<file path="src/rtl/guess_game_pkg.sv">
// Shared types, widths and helpers for the number-guessing game core.
package guess_game_pkg;

   localparam int N       = 10;  // switches, LEDs and possible values
   localparam int CNT_W   = 4;   // counter / value index width
   localparam int TRIES_W = 2;   // wrong-guess counter width
   localparam int TIMER_W = 4;   // result display hold timer width

   typedef enum logic [1:0] {
      IDLE,
      PLAY,
      WIN,
      LOSE
   } state_e;

   // Bits that can still hold the secret after a wrong guess:
   // everything above the guess if the secret is larger, else everything below.
   function automatic logic [N-1:0] hint_mask(input logic [CNT_W-1:0] guess,
                                              input logic [CNT_W-1:0] secret);
      logic [N-1:0] m;
      m = '0;
      for (int i = 0; i < N; i++) begin
         if (secret > guess) begin
            m[i] = (CNT_W'(i) > guess);
         end else begin
            m[i] = (CNT_W'(i) < guess);
         end
      end
      return m;
   endfunction

   // One-hot LED pattern for a value index.
   function automatic logic [N-1:0] onehot(input logic [CNT_W-1:0] idx);
      logic [N-1:0] one;
      one = {{(N-1){1'b0}}, 1'b1};
      return one << idx;
   endfunction

endpackage

</file>
<file path="src/rtl/guess_decode.sv">
// Switch-guess decoder: flags a single set bit and encodes its position.
module guess_decode
   import guess_game_pkg::*;
(
   input  logic [N-1:0]     g,
   output logic             valid_onehot,
   output logic [CNT_W-1:0] idx
);

   logic [CNT_W-1:0] cnt;

   // Count set bits and OR together their positions; idx is meaningful only when exactly one is set.
   always_comb begin
      cnt = '0;
      idx = '0;
      for (int i = 0; i < N; i++) begin
         if (g[i]) begin
            cnt = cnt + 1'b1;
            idx = idx | CNT_W'(i);
         end
      end
      valid_onehot = (cnt == CNT_W'(1));
   end

endmodule

</file>
<file path="src/rtl/guess_game.sv">
// Number-guessing game core: free-running mod-N counter picks the secret on
// the first guess, wrong guesses narrow an LED hint mask, results are held
// on the LEDs for a fixed number of cycles before returning to idle.
module guess_game
   import guess_game_pkg::*;
#(
   parameter int MAX_TRIES     = 3,
   parameter int RESULT_CYCLES = 8
) (
   input  logic         clk,
   input  logic         reset,
   input  logic [N-1:0] G,
   output logic         wrong,
   output logic [N-1:0] LED
);

   state_e             state_q,   state_d;
   logic [CNT_W-1:0]   counter_q, counter_d;
   logic [CNT_W-1:0]   secret_q,  secret_d;
   logic [TRIES_W-1:0] tries_q,   tries_d;
   logic [N-1:0]       mask_q,    mask_d;
   logic [TIMER_W-1:0] timer_q,   timer_d;
   logic [N-1:0]       led_q,     led_d;
   logic               wrong_q,   wrong_d;
   logic [N-1:0]       g_q;

   logic               g_onehot;
   logic [CNT_W-1:0]   g_idx;
   logic               take_guess;
   logic [CNT_W-1:0]   judge_secret;
   logic [TRIES_W-1:0] tries_inc;
   logic [N-1:0]       mask_hint;

   guess_decode u_decode (
      .g            (G),
      .valid_onehot (g_onehot),
      .idx          (g_idx)
   );

   // A guess counts only on the rising edge of a single switch out of all-off.
   assign take_guess = (g_q == '0) && g_onehot;

   // Next-state, counter, mask, timer and output computation.
   always_comb begin
      state_d   = state_q;
      secret_d  = secret_q;
      tries_d   = tries_q;
      mask_d    = mask_q;
      timer_d   = timer_q;
      led_d     = led_q;
      wrong_d   = wrong_q;
      counter_d = (counter_q == CNT_W'(N - 1)) ? '0 : counter_q + 1'b1;

      // The first guess of a round is judged against the counter it latches.
      judge_secret = (state_q == IDLE) ? counter_q : secret_q;
      tries_inc    = tries_q + 1'b1;
      mask_hint    = mask_q & hint_mask(g_idx, judge_secret);

      case (state_q)
         IDLE, PLAY: begin
            if (state_q == IDLE) begin
               led_d   = '0;
               wrong_d = 1'b0;
            end
            if (take_guess) begin
               secret_d = judge_secret;
               // A correct guess wins before the try count is looked at.
               if (g_idx == judge_secret) begin
                  state_d = WIN;
                  led_d   = onehot(judge_secret);
                  wrong_d = 1'b0;
                  timer_d = '0;
               end else begin
                  tries_d = tries_inc;
                  mask_d  = mask_hint;
                  wrong_d = 1'b1;
                  if (tries_inc == TRIES_W'(MAX_TRIES)) begin
                     state_d = LOSE;
                     led_d   = onehot(judge_secret);
                     timer_d = '0;
                  end else begin
                     state_d = PLAY;
                     led_d   = mask_hint;
                  end
               end
            end
         end
         WIN, LOSE: begin
            if (timer_q == TIMER_W'(RESULT_CYCLES - 1)) begin
               state_d = IDLE;
               led_d   = '0;
               wrong_d = 1'b0;
               tries_d = '0;
               mask_d  = '1;
               timer_d = '0;
            end else begin
               timer_d = timer_q + 1'b1;
            end
         end
         default: begin
            state_d = IDLE;
         end
      endcase
   end

   // State, datapath and output registers with asynchronous active-low reset.
   always_ff @(posedge clk or negedge reset) begin
      if (!reset) begin
         state_q   <= IDLE;
         counter_q <= '0;
         secret_q  <= '0;
         tries_q   <= '0;
         mask_q    <= '1;
         timer_q   <= '0;
         led_q     <= '0;
         wrong_q   <= 1'b0;
         g_q       <= '0;
      end else begin
         state_q   <= state_d;
         counter_q <= counter_d;
         secret_q  <= secret_d;
         tries_q   <= tries_d;
         mask_q    <= mask_d;
         timer_q   <= timer_d;
         led_q     <= led_d;
         wrong_q   <= wrong_d;
         g_q       <= G;
      end
   end

   assign LED   = led_q;
   assign wrong = wrong_q;

endmodule

</file>
<file path="config.mk">
export PLATFORM = sky130hd
export DESIGN_NAME = guess_game
export DESIGN_NICKNAME = d
export VERILOG_FILES = /design/src/rtl/guess_game_pkg.sv /design/src/rtl/guess_decode.sv /design/src/rtl/guess_game.sv
export SDC_FILE = /design/constraint.sdc
export NUM_CORES = 1
export LEC_CHECK = 0
export BUFFER_PORTS_ARGS = -buffer_cell sky130_fd_sc_hd__buf_2
export CORE_ASPECT_RATIO = 0.5
export CORE_MARGIN = 1.5
export CORE_UTILIZATION = 35
export DETAILED_ROUTE_END_ITERATION = 8
export GPL_ROUTABILITY_DRIVEN = 0
export PLACE_DENSITY = 0.52
export SETUP_SLACK_MARGIN = 0.5
export SYNTH_ARGS = -nofsm -noshare
export SYNTH_HDL_FRONTEND = slang
export SYNTH_SLANG_ARGS = --single-unit
</file>
<file path="constraint.sdc">
create_clock -name clk -period 4.4 [get_ports clk]
set_input_delay 0.22 -clock clk [delete_from_list [all_inputs] [get_ports clk]]
set_output_delay 0.22 -clock clk [all_outputs]
set_load 0.1 [all_outputs]
</file>
## Word-level counts from Yosys, hierarchy flattened

Cells that the tools add are included.

| word-level totals | value |
|---|---|
| bits in writable memories | 0 |
| bits in read-only memories | 0 |
| memories kept | 0 |
| register bits | 47 |
| latch bits | 0 |

| cells by class | value |
|---|---|
| $lt $le $gt $ge | 21 |
| multiplexer cells | 59 |
| add/subtract/negate cells | 12 |
| eq/ne operators | 13 |
| bitwise logic cells | 1 |
| shift-type cells | 1 |
| multiply operators | 0 |
| reductions and logical operators | 10 |
| divide/modulo/power cells | 0 |

Operators with widths:

| kind | number |
|---|---|
| $mux W10 | 8 |
| $mux W4 | 17 |
| $add A4 B1 Y4 const B | 10 |
| $pmux W10 S2 | 2 |
| $gt A3 B4 Y1 const A | 4 |
| $lt A3 B4 Y1 const A | 4 |
| $mux W1 | 16 |
| $mux W2 | 8 |
| $mux W3 | 4 |
| $and A10 B10 Y10 | 1 |
| $logic_not A10 Y1 | 1 |
| $shl A1 B4 Y10 const A | 1 |
| $gt A1 B4 Y1 const A | 2 |
| $gt A2 B4 Y1 const A | 2 |
| $gt A4 B4 Y1 const A | 2 |
| $lt A1 B4 Y1 const A | 2 |
| $lt A2 B4 Y1 const A | 2 |
| $lt A4 B4 Y1 const A | 2 |
| $pmux W2 S2 | 2 |
| $pmux W4 S2 | 1 |
| $reduce_and A2 Y1 | 4 |
| $eq A2 B2 Y1 const B | 3 |
| $ne A2 B2 Y1 const B | 3 |
| $ne A3 B3 Y1 const B | 2 |
| 13 further kinds | 14 |

## Depth between registers and ports, before layout

| depth | value |
|---|---|
| word-level depth | 23 |
| mapped depth | 28 |

## Cells and area by module

Synthesis repeated with hierarchy kept, for this count alone.

| second synthesis, totals | value |
|---|---|
| cell total of the unflattened synthesis | 318 |
| area total of the unflattened synthesis | 3024.2 sq um |

Modules (own cells, without submodules):

| module | area each (sq um) | sequential area each (sq um) | instances | cells an instance |
|---|---|---|---|---|
| guess_game | 2303.5 | 1188.6 | 1 | 233 |
| guess_decode | 720.7 | 0.0 | 1 | 85 |

## Worst setup path before layout

Ideal clock, no wire load.

| timing | value |
|---|---|
| path type | input to register |
| start | in G[0] |
| end | reg mask_q[8] |
| data arrival time | 5.880 ns |
| setup time | 0.078 ns |
| stages on the path | 27 |
| path slack | -1.558 ns |
| buffers on the path | 1 |
| path through | inv_1 -> ha_1 -> xnor2_2 -> inv_1 -> ha_1 -> mux2_2 -> ha_1 -> nand2_1 -> o311a_1 -> inv_1 -> ha_1 -> mux2_2 -> ha_1 -> a21oi_1 -> o31ai_1 -> ha_1 -> nand2_1 -> o221ai_1 -> ha_1 -> mux2_2 -> ha_1 -> mux2_2 -> o22a_1 -> a211o_1 -> or4_4 -> buf_6 -> o22a_2 |

| on the way | value |
|---|---|
| longest elaborated chain between the ends | 23 |

Ends and longest elaborated chain:

| what | line | RTL |
|---|---|---|
| start: declaration | guess_game.sv:12 | `input logic [N-1:0] G,` |
| $mux W1 (*) | guess_decode.sv:17 | `if (g[i]) begin` |
| $add A1 B1 Y2 | guess_decode.sv:18 | `cnt = cnt + 1'b1;` |
| $mux W4 (*) | guess_decode.sv:17 |  |
| $add A4 B1 Y4 | guess_decode.sv:18 |  |
| $mux W4 (*) | guess_decode.sv:17 |  |
| $add A4 B1 Y4 | guess_decode.sv:18 |  |
| $mux W4 (*) | guess_decode.sv:17 |  |
| $add A4 B1 Y4 | guess_decode.sv:18 |  |
| [7 not listed] | -- |  |
| $add A4 B1 Y4 | guess_decode.sv:18 |  |
| $mux W4 (*) | guess_decode.sv:17 |  |
| $add A4 B1 Y4 | guess_decode.sv:18 |  |
| $mux W4 (*) | guess_decode.sv:17 |  |
| $eq A4 B1 Y1 (*) | guess_decode.sv:22 | `valid_onehot = (cnt == CNT_W'(1));` |
| $logic_and A1 B1 Y1 (*) | guess_game.sv:41 | `assign take_guess = (g_q == '0) && g_onehot;` |
| $ne A2 B2 Y1 (no source line) (*) | -- |  |
| $reduce_and A3 Y1 (no source line) (*) | -- |  |
| end signal: assignment | guess_game.sv:123 | `mask_q <= mask_d;` |
| end: declaration | guess_game.sv:21 | `logic [N-1:0] mask_q, mask_d;` |

Every way passes the cells marked *; elsewhere a longest branch is shown, timed or not.
A chain may end at the register's enable or synchronous reset.

## Final worst setup path

| timing | value |
|---|---|
| start | in G[0] |
| end | reg mask_q[7] |

Same word-level chain as after synthesis.

==> flow_summary.yaml <==
power_and_ir_drop:
  power.leakage_nw: 1.84
  power_density_nw_per_um2: 393
  peakVddDrop_uv: 178
global_route:
  grt_usage_pct: 16.8
  antenna_found_initial: 0
  overflow: 0
  grt_pass1_vias: 2594
  grt_pass1_wl_um: 12800
  grt_max_degree: 48
placed_design:
  dpl_cell_area_um2: 3800
  hpwl_um: 5570
  dp_cells: 493
  port_buffers: 22
synth:
  syn_area_um2: 3130
  synth_compound_area_share_pct: 14.1
  post_synth_and_or_nand_nor_area_fraction_pct: 19.5
  syn_inst: 326
  async_flop_share_pct: 100
  synth_top_cell_by_area: "dfrtp_1"
  synthFlopType: "dfrtp_1"
  ys_top_cells_by_area: "dfrtp_1, dfstp_2, ha_1"
  synth-xor-area-share_pct: 9.06
  synth_seq_cells: 47
  synth_top_area_share_pct: 29.5
  synthAdderAreaFrac_pct: 5.99
  synth_nets: 353
  synth.distinct_cells: 59
  synth_top_family_by_area: "simple AND/OR/NAND/NOR gates"
  yosys_warnings: 0
  synth-seq-area-share_pct: 37.9
  synth_edf_count: 0
  synth_area_per_cell_um2: 9.61
  synth_mux_area_share_pct: 9.10
route:
  first_pass_iters: 4
  post_drt_wl_per_cell_um: 14.4
  detail-route-antenna-nets: 0
  drc: 0
  vias: 2653
  vias_per_cell: 5.19
  drt_iter0_markers: 153
  routed_wirelength_um: 7370
clock_tree:
  clk_pin_slew_worst_paths_ps: 60
  insertion_delay_ps: 290
  clockBufferDepth: 2
  cts_tree: "done"
  cts_buffers: 5
  cts_hold_buf: 0
  cts-root-buf: "clkbuf_16"
  htreeDepth: 2
  clock_sinks: 47
cells_and_area:
  n_fill_cell: 822
  multiInputGateArea_um2: 2040
  regArea_um2: 1190
  final_cells: 511
  final_cell_mix: "buf_4, nand2_1, dfrtp_1"
  layout.nets: 420
  n_antenna_cell: 0
  syn2layout_area_growth_pct: 32.4
  fin_area_um2: 4150
  final_common_cell: "buf_4"
  drive_gt1_share_pct: 36.0
  finish.utilization_pct: 47.7
status:
  outcome: "finished, violations left"
  failed_checks: "setup timing"
min_path:
  hold_class: "in -> reg"
  holdCritStartpoint: "G[1]"
  hold_depth: 1
  hold_end: "g_q[1]"
worst_setup_path:
  worst-path-max-fanout: 5
  critPathCaptureType: "register"
  r2r-start: "state_q[0]"
  max_stage_delay_ps: 310
  r2r_setup_slack_ps: 850
  critPathRequiredTime_ps: 4600
  r2r_cells: 14
  r2r-end: "LED[6]"
  start_kind: "input pin"
  cp.arrival_ps: 5400
  critPathSlowestCell: "xnor3_2"
  crit_path_frequent_cell: "ha_4"
  worstSetupPathType: "in -> reg"
timing:
  setup_viol: 33
  whs_ps: 69.8
  fin_ws_ps: -796
  relSlewSlack_pct: 32.3
  max_slew.worst_pin.slew_ps: 1020
  rsz0062_at_grt: "true"
  period_share_pct: 118
  slew_violations: 0
  fmax_ghz: 0.192
  period_needed_ps: 5200
  finalClockSkew_ps: 8.02
  timing_hold_violations_final: 0
floorplanning:
  die_x_um: 137
  initial_core_util_pct: 36.0
  core_area_um2: 8710
  chipHeight_um: 69.9
  ios: 23
  placementRows: 24
  die-area_um2: 9570
job:
  maxCapViolCount: 0
[cell usage after synthesis (5+ instances only)]
cell and count:
o22a_1 7, o21ai_0 7, dfstp_2 10, mux2_2 12
xnor2_1 5, ha_1 15, mux2i_1 15, a21oi_1 14
nor2_1 25, clkbuf_1 10, nor3_1 9, inv_1 18
dfrtp_1 37, nand2_1 42, xor2_1 7, nand3_1 9
a31oi_1 10
[how the worst max path moves through the flow]
stage | depth (start not counted) | end | slack [ps] | from
floorplan | 27 | mask_q[8] | -1110 | G[1]
global route | 30 | LED[5] | -1040 | G[1]
CTS | 28 | mask_q[8] | -870 | G[1]
finish | 31 | mask_q[7] | -800 | G[0]
global placement | 27 | mask_q[8] | -1200 | G[1]
detailed placement | 28 | mask_q[8] | -1340 | G[1]
[per-stage QoR]
stage,power [mW],worst slack [ps],setup TNS [ps]
6_report,1.63,-796,-24830
5_1_grt,1.75,-1040,-33170
4_1_cts,1.64,-868,-26660
3_5_place_dp,1.21,-1340,-42250
3_3_place_gp,1.18,-1200,-37940
2_1_floorplan,0.973,-1110,-32500
[area by class of cell]
cell class | instances | area share (%)
clock buffers | 7 | 3.20
flip-flops and latches | 47 | 28.6
repair buffers | 72 | 13.2
multi-input cells | 248 | 49.1
clock inverters | 1 | 0.181
inverters | 19 | 2.14
well taps | 117 | 3.53
[per-layer routing]
layer	GRT usage, %	routed length [um]	vias to the layer above
met3	1.96	230	7
met1	24.4	3760	1290
met2	26.6	3310	39
met4	4.21	73	0
li1	-	-	1317
met5	0	0	-
[state kept, by name, summed over array words and instances (netlist names)]
name	cells
LED	10
g_q	10
mask_q	10
counter_q	4
secret_q	4
timer_q	4
state_q	2
tries_q	2
wrong	1
[timing repair]
| item | CTS | global route |
|---|---|---|
| endpoints found under the setup margin | 33 | 33 |
| pin swaps | 8 | 3 |
| resized for setup | 32 | 2 |
| gates cloned | 1 | 0 |
| buffers inserted | 7 | 2 |
[worst max-delay path: cells and delay by family]
kind / cells / cell delay, ps
buffers and inverters: 7 / 680
adder cells (fa/ha/maj): 7 / 1460
AND/OR/NAND/NOR: 4 / 400
AO/OA/AOI/OAI: 7 / 1080
XOR/XNOR: 2 / 420
multiplexers: 4 / 1140
[kinds of logic (layout without fill, tap and decap cells)]
family | count (synthesis) | in the layout
adder cells (fa/ha/maj) | 15 | 15
AND/OR/NAND/NOR | 121 | 122
buffers and inverters | 32 | 99
flip-flops | 47 | 47
XOR/XNOR | 20 | 20
multiplexers | 27 | 27
AO/OA/AOI/OAI | 64 | 64
[power breakdown]
part           leakage, nW  internal, mW  switching [mW]
logic                 1.22         0.406           0.363
registers            0.554         0.470          0.0274
clock network       0.0641         0.211           0.152
(Power assumes the default switching activity.)
